==> config.mk <==
export PLATFORM = sky130hd
export DESIGN_NAME = sincos_nco_flat
export DESIGN_NICKNAME = d
export VERILOG_FILES = /design/src/rtl/sincos_nco_if.sv /design/src/rtl/sincos_nco.sv /design/src/flat_wrapper.sv
export SDC_FILE = /design/constraint.sdc
export NUM_CORES = 1
export LEC_CHECK = 0
export BUFFER_PORTS_ARGS = -buffer_cell sky130_fd_sc_hd__buf_4
export CAP_MARGIN = 0
export CORE_ASPECT_RATIO = 1.5
export CORE_UTILIZATION = 55
export DETAILED_ROUTE_END_ITERATION = 8
export PLACE_DENSITY = 0.74
export SYNTH_ARGS = -nofsm -noshare
export SYNTH_HDL_FRONTEND = slang
export SYNTH_SLANG_ARGS = --single-unit
==> constraint.sdc <==
create_clock -name c -period 6.7 [get_ports c]
set_input_delay 0.335 -clock c [delete_from_list [all_inputs] [get_ports c]]
set_output_delay 0.335 -clock c [all_outputs]
set_load 0.01 [all_outputs]
==> src/rtl/sincos_nco_if.sv <==
// sincos_nco_if: sample-strobe, control, ROM and output bundle of the
// quadrature NCO.
//   ce, sync, freq, phase   : sample strobe, restart and tuning words (to NCO)
//   cos_rom_a / sin_rom_a   : per-path quarter-wave ROM addresses (from NCO)
//   cos_rom_d / sin_rom_d   : {coarse, slope} ROM words, 2-cycle latency (to NCO)
//   cos_o, sin_o, valid     : signed quadrature outputs and sample strobe (from NCO)
// slave is the NCO side; master is the controller/ROM side.
interface sincos_nco_if #(
    parameter int NBF = 32,
    parameter int NBA = 22,
    parameter int NBR = 10,
    parameter int NBO = 18,
    parameter int NBM = 8
);
    logic                     ce;
    logic                     sync;
    logic [NBF-1:0]           freq;
    logic [NBA-1:0]           phase;
    logic [NBR-1:0]           cos_rom_a;
    logic [NBO+NBM-2:0]       cos_rom_d;
    logic [NBR-1:0]           sin_rom_a;
    logic [NBO+NBM-2:0]       sin_rom_d;
    logic signed [NBO-1:0]    cos_o;
    logic signed [NBO-1:0]    sin_o;
    logic                     valid;

    modport slave (
        input  ce, sync, freq, phase, cos_rom_d, sin_rom_d,
        output cos_rom_a, sin_rom_a, cos_o, sin_o, valid
    );

    modport master (
        output ce, sync, freq, phase, cos_rom_d, sin_rom_d,
        input  cos_rom_a, sin_rom_a, cos_o, sin_o, valid
    );
endinterface

==> src/rtl/sincos_nco.sv <==
// sincos_nco: quadrature NCO. Phase accumulator plus phase offset drives two
// identical interpolated quarter-wave lookup paths (cos at angle, sin at
// angle - 90 degrees). One sample per ce; valid follows ce by 8 clocks.
//   c     : clock, rising edge
//   rn    : asynchronous active-low reset
//   bus   : sincos_nco_if.slave (ce/sync/freq/phase in, ROM ports, outputs)
module sincos_nco #(
    parameter int NBF = 32,
    parameter int NBA = 22,
    parameter int NBR = 10,
    parameter int NBO = 18,
    parameter int NBM = 8
) (
    input  logic         c,
    input  logic         rn,
    sincos_nco_if.slave  bus
);
    localparam int NBP = NBA - NBR - 2;
    localparam int NBD = NBO + NBM - 1;
    localparam int W   = NBO + NBP + NBM + 1;

    localparam logic [NBA-1:0]        QTR = NBA'(1) << (NBA - 2);
    localparam logic signed [W-1:0]   RND = W'(1) << (NBP - 1);

    logic [NBF-1:0] acc;
    logic [NBF-1:0] acc_used;
    logic [NBA-1:0] ang;
    logic [7:0]     vp;

    // per-path combinational angle decode (index 0 = cos, 1 = sin)
    logic [NBA-1:0] x    [2];
    logic [NBA-3:0] xa   [2];
    logic           neg  [2];
    logic [NBD-1:0] rd   [2];

    // per-path pipeline registers
    logic [NBR-1:0]          rom_a_r [2];
    logic [2:0]              neg_d   [2];
    logic [NBP-1:0]          frac_d  [2][3];
    logic signed [NBO:0]     c4      [2];
    logic signed [NBM-1:0]   sl4     [2];
    logic [NBP-1:0]          f4      [2];
    logic signed [W-1:0]     a5      [2];
    logic signed [NBM-1:0]   m5      [2];
    logic [NBP-1:0]          f5      [2];
    logic signed [W-1:0]     a6      [2];
    logic signed [W-1:0]     p6      [2];
    logic signed [W-1:0]     s7      [2];
    logic signed [NBO-1:0]   out_r   [2];
    logic                    valid_r;

    assign acc_used = bus.sync ? '0 : acc;
    assign rd[0]    = bus.cos_rom_d;
    assign rd[1]    = bus.sin_rom_d;

    always_comb begin
        x[0] = ang;
        x[1] = ang - QTR;
        for (int unsigned p = 0; p < 2; p++) begin
            neg[p] = x[p][NBA-1] ^ x[p][NBA-2];
            xa[p]  = x[p][NBA-2] ? ~x[p][NBA-3:0] : x[p][NBA-3:0];
        end
    end

    always_ff @(posedge c or negedge rn) begin
        if (!rn) begin
            acc     <= '0;
            ang     <= '0;
            vp      <= '0;
            valid_r <= 1'b0;
            for (int unsigned p = 0; p < 2; p++) begin
                rom_a_r[p] <= '0;
                neg_d[p]   <= '0;
                for (int unsigned i = 0; i < 3; i++) frac_d[p][i] <= '0;
                c4[p]    <= '0;
                sl4[p]   <= '0;
                f4[p]    <= '0;
                a5[p]    <= '0;
                m5[p]    <= '0;
                f5[p]    <= '0;
                a6[p]    <= '0;
                p6[p]    <= '0;
                s7[p]    <= '0;
                out_r[p] <= '0;
            end
        end else begin
            if (bus.ce) begin
                acc <= acc_used + bus.freq;
                ang <= acc_used[NBF-1 -: NBA] + bus.phase;
            end
            vp      <= {vp[6:0], bus.ce};
            valid_r <= vp[7];
            for (int unsigned p = 0; p < 2; p++) begin
                // address stage; sign and fraction ride alongside the ROM latency
                rom_a_r[p]   <= xa[p][NBA-3 -: NBR];
                neg_d[p]     <= {neg_d[p][1:0], neg[p]};
                frac_d[p][0] <= xa[p][NBP-1:0];
                frac_d[p][1] <= frac_d[p][0];
                frac_d[p][2] <= frac_d[p][1];
                // sign apply: s*(coarse*2^NBP - frac*slope) = (s*coarse)*2^NBP - frac*(s*slope)
                c4[p]  <= neg_d[p][2] ? -(NBO+1)'(signed'(rd[p][NBD-1 -: NBO]))
                                      :  (NBO+1)'(signed'(rd[p][NBD-1 -: NBO]));
                sl4[p] <= neg_d[p][2] ? -signed'({1'b0, rd[p][NBM-2:0]})
                                      :  signed'({1'b0, rd[p][NBM-2:0]});
                f4[p]  <= frac_d[p][2];
                // multiply input register
                a5[p] <= W'(c4[p]) <<< NBP;
                m5[p] <= sl4[p];
                f5[p] <= f4[p];
                // multiply
                p6[p] <= W'(m5[p]) * W'(signed'({1'b0, f5[p]}));
                a6[p] <= a5[p];
                // add with rounding constant
                s7[p] <= a6[p] - p6[p] + RND;
                // arithmetic shift by NBP, keep low NBO bits; hold between samples
                if (vp[7]) out_r[p] <= s7[p][NBP +: NBO];
            end
        end
    end

    assign bus.cos_rom_a = rom_a_r[0];
    assign bus.sin_rom_a = rom_a_r[1];
    assign bus.cos_o     = out_r[0];
    assign bus.sin_o     = out_r[1];
    assign bus.valid     = valid_r;
endmodule

==> src/flat_wrapper.sv <==
// flat-port wrapper written by rule: the top's interface ports become plain ports
module sincos_nco_flat 
#(
    parameter int NBF = 32,
    parameter int NBA = 22,
    parameter int NBR = 10,
    parameter int NBO = 18,
    parameter int NBM = 8
)
  (c, rn, bus_ce, bus_sync, bus_freq, bus_phase, bus_cos_rom_d, bus_sin_rom_d, bus_cos_rom_a, bus_sin_rom_a, bus_cos_o, bus_sin_o, bus_valid);
  sincos_nco_if #(.NBF(NBF), .NBA(NBA), .NBR(NBR), .NBO(NBO), .NBM(NBM)) bus_i ();
  input  logic c;
  input  logic rn;
  input wire logic [$bits(bus_i.ce)-1:0] bus_ce;
  input wire logic [$bits(bus_i.sync)-1:0] bus_sync;
  input wire logic [$bits(bus_i.freq)-1:0] bus_freq;
  input wire logic [$bits(bus_i.phase)-1:0] bus_phase;
  input wire logic [$bits(bus_i.cos_rom_d)-1:0] bus_cos_rom_d;
  input wire logic [$bits(bus_i.sin_rom_d)-1:0] bus_sin_rom_d;
  output wire logic [$bits(bus_i.cos_rom_a)-1:0] bus_cos_rom_a;
  output wire logic [$bits(bus_i.sin_rom_a)-1:0] bus_sin_rom_a;
  output wire logic [$bits(bus_i.cos_o)-1:0] bus_cos_o;
  output wire logic [$bits(bus_i.sin_o)-1:0] bus_sin_o;
  output wire logic [$bits(bus_i.valid)-1:0] bus_valid;
  assign bus_i.ce = bus_ce;
  assign bus_i.sync = bus_sync;
  assign bus_i.freq = bus_freq;
  assign bus_i.phase = bus_phase;
  assign bus_i.cos_rom_d = bus_cos_rom_d;
  assign bus_i.sin_rom_d = bus_sin_rom_d;
  assign bus_cos_rom_a = bus_i.cos_rom_a;
  assign bus_sin_rom_a = bus_i.sin_rom_a;
  assign bus_cos_o = bus_i.cos_o;
  assign bus_sin_o = bus_i.sin_o;
  assign bus_valid = bus_i.valid;
  sincos_nco #(.NBF(NBF), .NBA(NBA), .NBR(NBR), .NBO(NBO), .NBM(NBM)) u_core (.c(c), .rn(rn), .bus(bus_i));
endmodule
==> out/results.ini, run 1 <==
[sta]
worstMarginPinSlew_ns=1.17
rsz0062_at_grt=no
slew_headroom_pct=21.8
skew_ns=0.0223
tns_ns=0
finalCritPeriodShare_pct=72.3
drv_slew=0
fin_crit_ns=4.84
setup_viol=0
fmax_mhz=207
hold_viol=0

[worst_setup_path]
critical_path_class=register to register
r2r_cells=15
arrival_ns=5.29
max_stage_delay_ns=0.55
start_kind=register
slowest_stage=fa_1
cp_common_cell=fa_1
critical_path.cell_chain=clkinv_1, nor2_1, fa_1, fa_1, fa_1, inv_1, fa_1, inv_1, ha_1, a21boi_0, o21ai_0, a211oi_1, o31ai_1, nor2_1, a211oi_1
path_max_fanout=9
cp.required_ns=7.15
end_kind=register

[placement]
hpwl_um=33200
dp_cells=2743
gp_congestion=0.938
portBuffers=164
placed_cell_area_sq_mm=0.0251

[global_routing]
grt_pass1_wl_um=75200
overflow=0
grt_pass1_vias=16200
grt_max_degree=175
grt_use_total_pct=21.7
antenna_found_initial=0

[layout]
num-nets-final=2664
area_growth_pct=16.3
antenna-diode-count=0
utilization_pct=65.4
fin_cells=2862
nFillCells=3217
final_layout_size_suffix_gt1_share_pct=14.2
final_area_sq_mm=0.0270

[detailed_routing]
routed_wirelength_um=44400
via_per_inst=5.26
postRouteAntennaNets=0
wl_met1_um=17200
avgRoutedWirePerCell_um=15.5
drt_first_iter_violations=624
routed-wl-met3_um=1700
top_layer_used=met4
route.met2.wl_um=24100
drc=0
vias=15000
first_pass_iters=4

[outcome]
status=complete, no violations

[synthesis]
synth_cell_types=75
synth_compound_area_share_pct=9.04
yosys.area.top_type=dfrtp_1
synthesis.nets=2448
syn_inst=2056
synthesis.area_sq_mm=0.0232
ys.flop_type=dfrtp_1
async_reset_ff_share_pct=100
ys_seq_area_share_pct=47.3
synth-adder-area-share_pct=18.5
synthTopCellsByArea=dfrtp_1, ha_1, fa_1
synth_xor_area_share_pct=5.43
synth_most_common_cell=dfrtp_1
ys_ff_latch=439
synthMuxAreaShare_pct=3.06
synth_edf_count=0
syn_area_per_cell_sq_um=11.3
yosys.area_share.simple_pct=12.0
synth_top_area_share_pct=47.3
synth_top_family_by_area=adder cells
synthTopCellsByCount=dfrtp_1, inv_1, ha_1
yosys_warnings=0

[clock_network]
clk_latency_ns=0.55
clk_transition_reported_paths_ns=0.06
cts_buffers=43
htreeDepth=2
cts.path.max_buffers=3
cts_sinks=439
cts_tree=done
cts_root_buf=clkbuf_16

[floorplan]
die_area_sq_mm=0.0431
die_h_um=254
die_width_um=170
ios=165
rows=91
design.core.area_sq_mm=0.0413
initial_utilization_pct=56.2

[run]
maxCapViolCount=0

[min_path]
hold_path_class=primary input to register
min_delay_path_depth=2

[cell families (layout without fill, tap and decap cells)]
kind of cell | count (synthesis) | after routing
AND/OR/NAND/NOR | 543 | 543
flip-flops | 439 | 439
AO/OA/AOI/OAI | 298 | 298
buffers and inverters | 285 | 533
adder cells (fa/ha/maj) | 284 | 284
XOR/XNOR | 144 | 144
multiplexers | 63 | 63
[placed cells by master (no fill, tap or decap), drive strengths merged, types with 10 or more instances in the layout]
master       netlist  final
a211oi            20     20
a21boi            10     10
a21o              26     26
a21oi             59     59
a31oi             11     11
and2             106    106
and3              11     11
buf                4    170
clkbuf            37     53
dfrtp            439    439
dlygate4sd3        0     42
fa               100    100
ha               184    184
inv              242    247
mux2              61     61
nand2            128    128
nand2b            22     22
nand3             19     19
nor2             109    109
nor2b             42     42
nor3              34     34
o21a              17     17
o21ai             62     62
o31ai             21     21
or3               24     24
xnor2            116    116
xor2              28     28
[what timing repair did]
item / 4_1_cts / 5_1_grt
setup buffers: 0 / 0
hold buffers: 42 / 0
gates resized for setup: 0 / 0
hold endpoints to repair: 149 / 0
[sequential cells by signal (all words and copies together) (netlist names), 20 cells and up]
register	cells
u_core.frac_d	60
u_core.p6	38
u_core.a5	36
u_core.a6	36
u_core.c4	36
u_core.s7	36
u_core.acc	32
u_core.ang	22
u_core.f4	20
u_core.f5	20
[metal layers]
metal | up-vias | GRT usage [%]
li1 | 7289 | -
met1 | 7356 | 24.2
met2 | 307 | 41.2
met3 | 97 | 3.02
met4 | 0 | 8.13
met5 | - | 0
[worst max-delay path: cells and delay by family, from the launching register on]
kind,cells,cell delay [ns]
adders and majority gates,5,2.36
DFF,1,0.43
buffers and inverters,3,0.36
and+or+nand+nor,2,0.31
AOI/OAI and AO/OA,5,1.28
[area by class of cell]
class	count	area (sq um)	area share (%)
Clock buffer	53	1140	4.23
Clock inverter	24	383	1.42
Inverter	244	916	3.39
Multi-Input combinational cell	1332	11200	41.4
Sequential cell	439	11000	40.7
Tap cell	558	698	2.58
Timing Repair Buffer	212	1720	6.35
[per-stage QoR]
step / worst slack, ns / hold slack [ns]
finish: 1.86 / 0.0218
global route: 1.52 / 0.00831
CTS: 1.85 / 0.000505
detailed placement: 1.85 / 0.335
global placement: 2.00 / 0.331
floorplan: 2.31 / 0.0394
[final timing paths]
kind | endpoint | start | slack (ns)
worst max-delay path | u_core.p6[18]$_DFF_PN0_ | u_core.m5[7]$_DFF_PN0_ | 1.86
worst min-delay path | u_core.sl4[12]$_DFF_PN0_ | bus_cos_rom_d[4] | 0.02
worst max register to register | u_core.p6[18]$_DFF_PN0_ | u_core.m5[7]$_DFF_PN0_ | 1.86
worst min register to register | u_core.neg_d[2]$_DFF_PN0_ | u_core.neg_d[1]$_DFF_PN0_ | 0.34
max in group asynchronous | u_core.c4[28]$_DFF_PN0_ | rn | 4.74
min in group asynchronous | u_core.p6[0]$_DFF_PN0_ | rn | 0.45
Power of run 1 is left out: the tool's default activity adds up to more than one toggle a clock period on the data nets, which glitch-free logic cannot reach.
==> run 2, diff against run 1 <==
--- a/config.mk
+++ b/config.mk
@@ -10,7 +10,7 @@
 export CORE_ASPECT_RATIO = 1.5
 export CORE_UTILIZATION = 55
 export DETAILED_ROUTE_END_ITERATION = 8
-export PLACE_DENSITY = 0.74
+export PLACE_DENSITY = 0.77
 export SYNTH_ARGS = -nofsm -noshare
 export SYNTH_HDL_FRONTEND = slang
 export SYNTH_SLANG_ARGS = --single-unit
==> constraint.sdc (replaced) <==
create_clock -name c -period 3.9 [get_ports c]
set_input_delay 0.195 -clock c [delete_from_list [all_inputs] [get_ports c]]
set_output_delay 0.195 -clock c [all_outputs]
set_load 0.01 [all_outputs]
==> run 2 against run 1 <==
Compared with the run above:
- the run now ends with setup timing left
- sequential share of layout area is 2.5 points lower
- worst hold slack gained 0.012 ns
- die area did not move
- non-clock buffer count increased by 135
- worst setup slack lost 2.2 ns
- count of clock-buffer cells in the layout rose by 1
- cell count grew 4.6%
- critical path type unchanged
==> out/results.ini, run 2 (synthesis results as in run 1) <==
[sta]
fin_crit_ns=4.25
setup_viol=14
hold_slack_ns=0.0342
rsz0062_at_grt=yes
worstMarginPinSlew_ns=1.19
fmax_mhz=235
skew_ns=0.0140
tns_ns=-2.39
hold_viol=0
drv_slew=0
timing.final.ws_setup_ns=-0.347
slew_headroom_pct=20.6
finalCritPeriodShare_pct=109

[worst_setup_path]
slowest_stage=fa_1
critical_path_class=register to register
cp.required_ns=4.36
critical_path.cell_chain=nand2_1, fa_1, fa_1, inv_2, fa_1, inv_1, fa_1, inv_2, ha_4, o21ai_4, a21boi_2, o21ai_2, a21oi_2, a311oi_2, o21a_1, a211oi_2
r2r_setup_slack_ns=-0.35
end_kind=register
cp_common_cell=fa_1
arrival_ns=4.71
r2r-end=u_core.p6[55]$_DFF_PN0_
critPathTopFamily=adder cells
max_stage_delay_ns=0.53
cp_num_cells=16
r2r_cells=16
path_max_fanout=7
crit_path_end=u_core.p6[55]$_DFF_PN0_
start_kind=register
r2r_start=u_core.m5[12]$_DFF_PN0_
path_buf_inv=3
startpoint=u_core.m5[12]$_DFF_PN0_

[detailed_routing]
avgRoutedWirePerCell_um=16.0
vias=15700
drc=0
first_pass_iters=5
via_per_inst=5.25
routed_wirelength_um=48100
drt_first_iter_violations=653
postRouteAntennaNets=0

[outcome]
failed_checks=setup timing
status=finished with violations

[clock_network]
cts_sinks=439
cts.path.max_buffers=3
cts_buffers=42
htreeDepth=2
clk_latency_ns=0.55
cts_tree=done
cts_root_buf=clkbuf_16
clk_transition_reported_paths_ns=0.06

[run]
maxCapViolCount=0

[layout]
final_common_cell=dfrtp_1
largest_register_ffs=60
top_register=u_core.frac_d
antenna-diode-count=0
final_layout_size_suffix_gt1_share_pct=24.5
num-nets-final=2798
layout_common_cells=dfrtp_1, buf_4, inv_1, ha_1, nand2_1
top_regs=u_core.frac_d: 60 flops, u_core.p6: 38 flops
nFillCells=2933
area_growth_pct=24.2

[floorplan]
die_width_um=170
die_h_um=254
die_area_sq_mm=0.0431
ios=165
initial_utilization_pct=56.2
design.core.area_sq_mm=0.0413
rows=91

[placement]
gp_congestion=0.946
portBuffers=164
hpwl_um=34800

[global_routing]
grt_pass1_wl_um=79400
grt_max_degree=113
grt_use_total_pct=23.0
grt_pass1_vias=17000
overflow=0
antenna_found_initial=0

[min_path]
hold_path_class=primary input to register

## run 2: stage by stage
stage,worst slack (ns),utilization (%),cell area (sq um),cells
5_1_grt,-0.491,69.8,28800,2995
3_5_place_dp,-0.481,62.8,26000,2823
3_3_place_gp,-0.389,62.8,26000,2823
4_1_cts,-0.236,69.2,28600,2985
6_report,-0.347,69.8,28800,2995
2_1_floorplan,-0.152,-,23500,2056
## run 2: worst min path at each step
stage / end / start / slack, ns / cells past startpoint
after floorplan: u_core.a5[10]$_DFF_PN0_ / rn / -0.10 / 0
after global placement: u_core.sl4[0]$_DFF_PN0_ / bus_sin_rom_d[0] / 0.31 / 1
after detailed placement: u_core.sl4[0]$_DFF_PN0_ / bus_sin_rom_d[0] / 0.31 / 1
after CTS: u_core.ang[0]$_DFFE_PN0P_ / bus_phase[0] / 0.02 / 3
after global routing: u_core.ang[0]$_DFFE_PN0P_ / bus_phase[0] / 0.03 / 3
final: u_core.ang[0]$_DFFE_PN0P_ / bus_phase[0] / 0.03 / 3
## run 2: timing repair
action,in CTS,in global routing
hold endpoints to repair,154,0
cloned,0,0
hold buffers,59,0
setup endpoints to repair,17,17
pin swaps,92,35
buffers inserted,29,11
resized for setup,110,44
## run 2: worst reg2reg max path: stages, from the launching register on
cell,delay [ns]
dfrtp_2,0.45
nand2_1,0.10
fa_1,0.52
fa_1,0.53
inv_2,0.04
fa_1,0.53
inv_1,0.05
fa_1,0.50
inv_2,0.05
ha_4,0.29
o21ai_4,0.06
a21boi_2,0.17
o21ai_2,0.09
a21oi_2,0.19
a311oi_2,0.17
o21a_1,0.23
a211oi_2,0.20
## run 2: per-layer routing
metal	GRT usage (%)	vias up	routed length [um]
li1	-	7553	-
met1	25.3	7800	18400
met2	45.6	295	27000
met3	2.73	78	1480
met4	6.69	0	1130
met5	0	-	0
## run 2: final cells by class
type                    count  area (sq um)  share of cell area, %
flip-flops and latches    439         11000                   38.2
multi-input cells        1332         11800                   41.0
repair buffers            347          2920                   10.1
clock buffers              54          1170                   4.05
inverters                 244           926                   3.21
well taps                 558           698                   2.42
clock inverters            21           285                  0.989
Power of run 2 is left out for the same reason.
